## src/rtl/alu_seq.sv

```systemverilog
// Sequential accumulator ALU: logic/shift/add/sub with status flags behind a valid/ready command port.
// Define ALU_MUL_EN to build the multi-cycle shift-add multiplier; otherwise op 111 is a single-cycle no-op.
module alu_seq #(
  parameter int DATA_LENGTH = 16
) (
  input  logic                   clk,
  input  logic                   rst_n,
  input  logic                   in_valid,
  output logic                   in_ready,
  input  logic [2:0]             op,
  input  logic [DATA_LENGTH-1:0] operand,
  output logic [DATA_LENGTH-1:0] acc_out,
  output logic                   out_valid,
  output logic                   zero,
  output logic                   neg,
  output logic                   carry,
  output logic                   ovf
);
  localparam int DL = DATA_LENGTH;

  localparam logic [2:0] OP_ADD  = 3'b000;
  localparam logic [2:0] OP_SUB  = 3'b001;
  localparam logic [2:0] OP_AND  = 3'b010;
  localparam logic [2:0] OP_OR   = 3'b011;
  localparam logic [2:0] OP_XOR  = 3'b100;
  localparam logic [2:0] OP_LOAD = 3'b101;
  localparam logic [2:0] OP_SHL  = 3'b110;
  localparam logic [2:0] OP_MUL  = 3'b111;

  logic [DL-1:0] acc_q;
  logic          zero_q, neg_q, carry_q, ovf_q, out_valid_q;

  logic [DL-1:0] res_d;
  logic          zero_d, neg_d, carry_d, ovf_d;
  logic [DL:0]   sum, diff;

  assign sum  = {1'b0, acc_q} + {1'b0, operand};
  assign diff = {1'b0, acc_q} - {1'b0, operand};

  // Single-cycle datapath; the top bit of diff is the unsigned borrow.
  // NOTE: every always_comb output gets a default first so no path can infer a latch.
  always_comb begin
    res_d   = acc_q;
    carry_d = 1'b0;
    ovf_d   = 1'b0;
    case (op)
      OP_ADD: begin
        res_d   = sum[DL-1:0];
        carry_d = sum[DL];
        ovf_d   = (acc_q[DL-1] == operand[DL-1]) && (sum[DL-1] != acc_q[DL-1]);
      end
      OP_SUB: begin
        res_d   = diff[DL-1:0];
        carry_d = diff[DL];
        ovf_d   = (acc_q[DL-1] != operand[DL-1]) && (diff[DL-1] != acc_q[DL-1]);
      end
      OP_AND:  res_d = acc_q & operand;
      OP_OR:   res_d = acc_q | operand;
      OP_XOR:  res_d = acc_q ^ operand;
      OP_LOAD: res_d = operand;
      OP_SHL: begin
        res_d   = {acc_q[DL-2:0], 1'b0};
        carry_d = acc_q[DL-1];
      end
      default: res_d = acc_q;
    endcase
    zero_d = (res_d == '0);
    neg_d  = res_d[DL-1];
    // Op 111 on the single-cycle path is a no-op that preserves the previous flags.
    if (op == OP_MUL) begin
      zero_d  = zero_q;
      neg_d   = neg_q;
      carry_d = carry_q;
      ovf_d   = ovf_q;
    end
  end

`ifdef ALU_MUL_EN
  localparam int CW = $clog2(DL + 1);

  typedef enum logic {S_IDLE, S_MUL} state_e;

  state_e          state_q;
  logic [2*DL-1:0] mcand_q, prod_q, prod_d;
  logic [DL-1:0]   mplier_q;
  logic [CW-1:0]   cnt_q;

  assign in_ready = (state_q == S_IDLE);
  // Multiplicand shifts left while multiplier shifts right: one partial product per step.
  assign prod_d   = prod_q + (mplier_q[0] ? mcand_q : '0);
`else
  assign in_ready = 1'b1;
`endif

  // NOTE: sequential state uses non-blocking assignments so every register samples pre-edge values.
  always_ff @(posedge clk or negedge rst_n) begin
    if (!rst_n) begin
      acc_q       <= '0;
      zero_q      <= 1'b0;
      neg_q       <= 1'b0;
      carry_q     <= 1'b0;
      ovf_q       <= 1'b0;
      out_valid_q <= 1'b0;
`ifdef ALU_MUL_EN
      state_q     <= S_IDLE;
      mcand_q     <= '0;
      mplier_q    <= '0;
      prod_q      <= '0;
      cnt_q       <= '0;
`endif
    end else begin
      out_valid_q <= 1'b0;
`ifdef ALU_MUL_EN
      if (state_q == S_MUL) begin
        mcand_q  <= mcand_q << 1;
        mplier_q <= mplier_q >> 1;
        prod_q   <= prod_d;
        cnt_q    <= cnt_q + CW'(1);
        if (cnt_q == CW'(DL - 1)) begin
          acc_q       <= prod_d[DL-1:0];
          zero_q      <= (prod_d[DL-1:0] == '0);
          neg_q       <= prod_d[DL-1];
          carry_q     <= |prod_d[2*DL-1:DL];
          ovf_q       <= 1'b0;
          out_valid_q <= 1'b1;
          state_q     <= S_IDLE;
        end
      end else
`endif
      if (in_valid && in_ready) begin
`ifdef ALU_MUL_EN
        if (op == OP_MUL) begin
          mcand_q  <= {{DL{1'b0}}, acc_q};
          mplier_q <= operand;
          prod_q   <= '0;
          cnt_q    <= '0;
          state_q  <= S_MUL;
        end else
`endif
        begin
          acc_q       <= res_d;
          zero_q      <= zero_d;
          neg_q       <= neg_d;
          carry_q     <= carry_d;
          ovf_q       <= ovf_d;
          out_valid_q <= 1'b1;
        end
      end
    end
  end

  assign acc_out   = acc_q;
  assign out_valid = out_valid_q;
  assign zero      = zero_q;
  assign neg       = neg_q;
  assign carry     = carry_q;
  assign ovf       = ovf_q;

endmodule

```

## config.mk

```make
export PLATFORM = sky130hd
export DESIGN_NAME = alu_seq
export DESIGN_NICKNAME = d
export VERILOG_FILES = /design/src/rtl/alu_seq.sv
export SDC_FILE = /design/constraint.sdc
export NUM_CORES = 1
export LEC_CHECK = 0
export CAP_MARGIN = 20
export CORE_MARGIN = 2
export CORE_UTILIZATION = 43
export CTS_BUF_LIST = sky130_fd_sc_hd__clkbuf_8
export DETAILED_ROUTE_END_ITERATION = 7
export PLACE_DENSITY = 0.65
export SLEW_MARGIN = 25
export SYNTH_ARGS = -nofsm -noshare
export SYNTH_HDL_FRONTEND = slang
export SYNTH_SLANG_ARGS = --single-unit
export TNS_END_PERCENT = 50
```

## constraint.sdc

```tcl
create_clock -name clk -period 3.5 [get_ports clk]
set_input_delay 0.7 -clock clk [delete_from_list [all_inputs] [get_ports clk]]
set_output_delay 0.7 -clock clk [all_outputs]
set_load 0.02 [all_outputs]
```

==> results.toml, run 1 <==
[outcome]
outcome = "finished clean"

[power_and_ir_drop]
cellLeakagePower_nw = 2.67
ir_worst_vdd_uv = 213
post-layout-total-power_mw = 2.38
power_per_cell_area_mw_per_mm2 = 405

[place]
hpwlAfterDp_mm = 11.2
finalWeightedCongestion = 0.951
portBuffers = 42

[layout]
diodes = 0
area_growth_syn_to_layout_pct = 52.5
final_util_pct = 67.4
layout.filler_cells = 729
final_net_count = 769
layout-drive-gt1-share_pct = 36.5
multiInputGateArea_mm2 = 0.00332
storage_cell_area_um2 = 531

[drt]
drc_errors = 0
dr_total_vias = 4853
routed_via_density = 6.06
met3_length_mm = 1.38
route.final.wire_length_mm = 15.1
antenna_violating_nets_post_route = 0
drt-met1-wl_mm = 6.35
detailedRoute.firstIterationViolations = 428
drt-wirelength-per-cell_um = 18.9
detail_route.first_pass.iterations = 5
highest_layer = "met4"
met2_wirelength_mm = 7.04

[logic_synthesis]
synth.yosys.seq_area_share_pct = 13.6
synth_area_mm2 = 0.00385
post_synth_edffs = 0
synthesis.nets = 593
yosys_register_bits = 21
postSynthCellCount = 518
postSynthAreaPerCell_um2 = 7.44
synth.lib_cells_used.distinct = 79
synth_ff_type = "dfrtp_1"
asyncSetResetFlopFracSynth_pct = 100
yosysWarnings = 0

[worst_setup_path]
cp_common_cell = "or4_4"
worst_ep_arrival_ps = 3640
setup.worst_path.class = "in -> reg"
worstSetupStartpoint = "operand[3]"
crit_buf_inv = 2
cp_cell_sequence = "clkdlybuf4s15_1 -> inv_2 -> ha_4 -> and3_4 -> a2111oi_4 -> o41a_1 -> mux2_4 -> nor3_4 -> o21ai_1 -> or4_4 -> or4_4 -> o21ai_2"
critPathCaptureType = "register"
r2r_start = "acc_out[2]"
crit_family = "simple AND/OR/NAND/NOR gates"
worst_path_max_delay_cell = "or4_4"
critical_path_required_ps = 3730
cp_slowest_stage_delay_ps = 530
worst-path-max-fanout = 4
start_kind = "input port"

[die]
dieHeight_um = 98.7
floorplan.die_area_mm2 = 0.00974
start_util_pct = 44.2
num_rows = 34
fp.coreArea_mm2 = 0.00872
ios = 44
die_w_um = 98.7

[worst_hold_path]
worstHoldPathType = "reg -> reg"
hold_path.startpoint = "neg"

[grt]
grt_pass1_wl_mm = 23.9
grt_start_max_net_pins = 39
global_routing_usage_summed_across_all_routing_layers_pct = 30.3
antenna_found_initial = 0
globalRoute.totalOverflow = 0
first_global_vias = 4763

[timing]
relSlewSlack_pct = 45.7
final_min_period_over_clock_period_pct = 97.4
unrepaired_setup_endpoints_after_global_routing = "false"
report.final.setup_viol = 0
skew_final_ps = 3.64
summed_negative_setup_slack_over_all_endpoints_ps = 0
maxClockFrequency_mhz = 293
worst_slew_pin_slew_ps = 795
fin_crit_ps = 3410
hold_viol_final = 0
drv_slew = 0

[cts]
clock_tree.htree_level_count = 1
cts_tree = "built"
clock_path_buffers = 2
clock-sinks = 21
clk_latency_ps = 290
postCtsHoldBufs = 0
clk_pin_slew_worst_paths_ps = 110
cts_inserted_buffers = 3
root_buffer = "clkbuf_8"

[job]
timing.max_cap.violations = 0
[stage by stage]
step,setup WS (ps),std cells,area (um^2),hold WS (ps)
final,92.6,801,5880,516
after global routing,10.8,801,5880,531
after CTS,13.1,798,5800,513
after detailed placement,-733,783,5350,483
after global placement,-663,783,5350,479
after floorplan,117,518,3850,404
[synthesized netlist by cell type, drive strengths merged, types with 7 or more instances]
master	count	area, um^2
o21ai	38	190
o211ai	7	57.6
inv	45	169
nor2	39	149
ha	51	638
or3	7	43.8
nor2b	8	50.1
mux2i	9	90.1
a21oi	42	210
nor3	18	95.1
a21o	9	67.6
dfrtp	21	526
nand3	10	55.1
nand2	35	131
a211oi	15	118
o31ai	8	60.1
clkbuf	12	45.0
buf	25	159
[what timing repair did]
action                                  4_1_cts  5_1_grt
endpoints found under the setup margin        6        2
gates resized for setup                      89       19
pin swaps                                    26        9
buffers inserted                             12        3
[worst reg2reg max path, stage by stage (launching register included)]
cell	delay [ps]
dfrtp_2	450
inv_1	110
ha_4	310
nor3_1	60
buf_4	150
o311ai_4	380
buf_4	180
a31o_1	160
o211ai_1	100
o21ba_2	280
nand2_1	70
or4_4	500
or4_4	430
o21ai_2	120
[sequential cells by signal, indices dropped and copies added, names as in the netlist]
register,count
carry,1
neg,1
zero,1
out_valid,1
ovf,1
acc_out,16
[cells in the final DEF, fill, tap and decap left out, drive strengths merged, types with 7 or more instances in the layout]
cell / Yosys / routed
dlygate4sd2: 0 / 7
ha: 51 / 51
o21ai: 38 / 38
nor3: 18 / 18
o31ai: 8 / 8
nor2b: 8 / 8
a21oi: 42 / 42
a21o: 9 / 9
inv: 45 / 45
mux2i: 9 / 9
nand2: 35 / 35
dfrtp: 21 / 21
a211oi: 15 / 15
buf: 25 / 169
nor2: 39 / 39
o211ai: 7 / 7
nand3: 10 / 10
or3: 7 / 7
clkdlybuf4s50: 0 / 29
[area by class of cell]
cell class / instances / area share, %
clock inverter: 1 / 0.0852
clock buffer: 3 / 0.703
timing repair buffer: 208 / 28.3
tap: 108 / 2.30
multi-input combinational: 414 / 56.5
sequential: 21 / 9.03
inverter: 46 / 3.09
[per-layer routing]
metal,vias to the layer above,track usage [%]
met4,0,9.27
met3,35,4.61
met1,2310,40.3
met2,251,50.7
li1,2257,-
met5,-,0
[kinds of logic after synthesis]
| group | Yosys count | share of synthesized area [%] |
|---|---|---|
| AO/OA/AOI/OAI | 189 | 34.4 |
| AND/OR/NAND/NOR | 153 | 19.9 |
| buffers and inverters | 83 | 9.77 |
| adder cells (fa/ha/maj) | 53 | 17.6 |
| flip-flops | 21 | 13.6 |
| multiplexers | 11 | 3.02 |
| XOR/XNOR | 7 | 1.59 |
| other | 1 | 0.0973 |
[final timing paths]
kind	slack, ps	to	cells after the start
worst max-delay path	90	zero	12
worst min-delay path	520	neg	1
worst max register to register	140	zero	13
worst min register to register	520	neg	1
max in group asynchronous	2460	acc_out[0]	2
min in group asynchronous	760	ovf	2
[report_power, final]
part | internal [mW] | switching (mW)
combinational | 0.893 | 0.920
sequential | 0.289 | 0.0732
clock | 0.0806 | 0.124
total | 1.26 | 1.12
No activity file was read; power rests on OpenSTA's default activity.
==> run 2: changes to the inputs <==
CTS_CLUSTER_SIZE = 20   (was not set)
PLACE_DENSITY = 0.62   (was 0.65)
==> run 2 against run 1 <==
Compared with the run above: core utilization grew 0.69 points; sequential cell count is the same; clock skew grew 8.9 ps; die area is the same; worst hold slack lost 18 ps; count of clock-buffer cells in the layout is the same; setup slack lost 81 ps; non-clock buffer count shrank 6; total power grew 2.2%; critical path depth grew 2; routed wire length grew 5.7%; via count grew 0.41%; largest cell class unchanged.
==> results.toml, run 2 (synthesis gave the netlist of run 1 again) <==
[timing]
maxClockFrequency_mhz = 287
report.final.setup_viol = 0
hold_viol_final = 0
unrepaired_setup_endpoints_after_global_routing = "true"
skew_final_ps = 12.6
fin_crit_ps = 3490
relSlewSlack_pct = 48.1
worst_slew_pin_slew_ps = 777
final.setup.worst_slack_ps = 11.7
final_min_period_over_clock_period_pct = 99.7
drv_slew = 0

[die]
ios = 44
start_util_pct = 44.2
die_w_um = 98.7
dieHeight_um = 98.7
floorplan.die_area_mm2 = 0.00974
num_rows = 34
fp.coreArea_mm2 = 0.00872

[drt]
drc_errors = 0
drt-wirelength-per-cell_um = 20.1
detail_route.first_pass.iterations = 6
antenna_violating_nets_post_route = 0
detailedRoute.firstIterationViolations = 423
route.final.wire_length_mm = 16.0
routed_via_density = 6.13
dr_total_vias = 4873

[worst_setup_path]
reg2reg_setup_slack_ps = 90
cp_common_cell = "buf_4"
start_kind = "input port"
setup.worst_path.class = "in -> reg"
cp_slowest_stage_delay_ps = 530
worst_path_max_delay_cell = "or4_4"
cp_cell_sequence = "buf_4 -> inv_4 -> buf_4 -> ha_1 -> and2b_2 -> o311ai_4 -> buf_4 -> a31o_1 -> o211ai_1 -> o21ba_4 -> nand2_1 -> or4_4 -> or4_1 -> o21ai_1"
worst-path-max-fanout = 5
critPathCaptureType = "register"
critical_path_required_ps = 3730
worst_ep_arrival_ps = 3720

[cts]
root_buffer = "clkbuf_8"
postCtsHoldBufs = 0
clock_path_buffers = 2
clk_latency_ps = 290
clk_pin_slew_worst_paths_ps = 120
cts_tree = "built"
clock_tree.htree_level_count = 1
clock-sinks = 21
cts_inserted_buffers = 3

[outcome]
outcome = "finished clean"

[grt]
grt_start_max_net_pins = 34
first_global_vias = 4712
globalRoute.totalOverflow = 0
global_routing_usage_summed_across_all_routing_layers_pct = 31.9
grt_pass1_wl_mm = 24.9
antenna_found_initial = 0

[layout]
final_cell_mix = "buf_4 (158), nor2_1 (37), a21oi_1 (37)"
final_net_count = 763
storage_cell_area_um2 = 528
layout-drive-gt1-share_pct = 37.8
largest_register_ffs = 16
final_util_pct = 68.1
layout.filler_cells = 734
area_growth_syn_to_layout_pct = 54.1
multiInputGateArea_mm2 = 0.00341
layout_commonest_cell = "buf_4"
diodes = 0

[place]
finalWeightedCongestion = 0.978
portBuffers = 42
hpwlAfterDp_mm = 11.8
dp_slack_ps = -707

[worst_hold_path]
worstHoldPathType = "reg -> reg"

[power_and_ir_drop]
power_per_cell_area_mw_per_mm2 = 410
cellLeakagePower_nw = 2.70
ir_worst_vdd_uv = 271

[job]
timing.max_cap.violations = 0
-- run 2: layout make-up --
class	count	share of cell area [%]
Timing Repair Buffer	202	27.6
Inverter	46	3.01
Sequential cell	21	8.89
Clock buffer	3	0.695
Multi-Input combinational cell	414	57.4
Tap cell	108	2.28
Clock inverter	1	0.0843
-- run 2: metal layers --
layer  share of wire [%]  track usage, %
met1                  42            43.4
met2                  47            51.5
met3                 7.9            3.69
met4                 3.7            13.0
met5                   0               0
-- run 2: path summary, 6_finish.rpt --
| path | from | endpoint | cells after the start |
|---|---|---|---|
| worst min register to register | neg | neg | 1 |
| worst min-delay path | neg | neg | 1 |
| worst max register to register | acc_out[6] | zero | 13 |
| max in group asynchronous | rst_n | acc_out[3] | 2 |
| min in group asynchronous | rst_n | acc_out[8] | 2 |
| worst max-delay path | operand[1] | zero | 14 |
-- run 2: timing repair --
item / CTS / global route
setup buffers: 7 / 15
resized for setup: 61 / 57
endpoints found under the setup margin: 6 / 6
pin swaps: 15 / 29
-- run 2: worst max-delay path: cells and delay by family --
| kind | cells | cell delay (ps) |
|---|---|---|
| compound gates | 5 | 1020 |
| simple gates | 4 | 1310 |
| buf+inv | 4 | 450 |
| fa+ha+maj | 1 | 220 |
-- run 2: where the power goes --
| group | total (mW) | switching (mW) | internal [mW] | leakage [nW] |
|---|---|---|---|---|
| Sequential | 0.355 | 0.0669 | 0.288 | 0.250 |
| Clock | 0.202 | 0.122 | 0.0805 | 0.0255 |
| Combinational | 1.88 | 0.974 | 0.902 | 2.42 |
| Total | 2.43 | 1.16 | 1.27 | 2.70 |
-- run 2: stage by stage --
stage	instance area [um^2]	TNS, ps	cells	hold slack, ps	total power, mW
after floorplan	3850	0	518	404	1.21
after global placement	5270	-3210	769	477	1.90
after detailed placement	5270	-3490	769	481	1.91
after CTS	5650	0	780	505	2.25
after global routing	5940	-95.4	795	519	2.58
final	5940	0	795	497	2.43
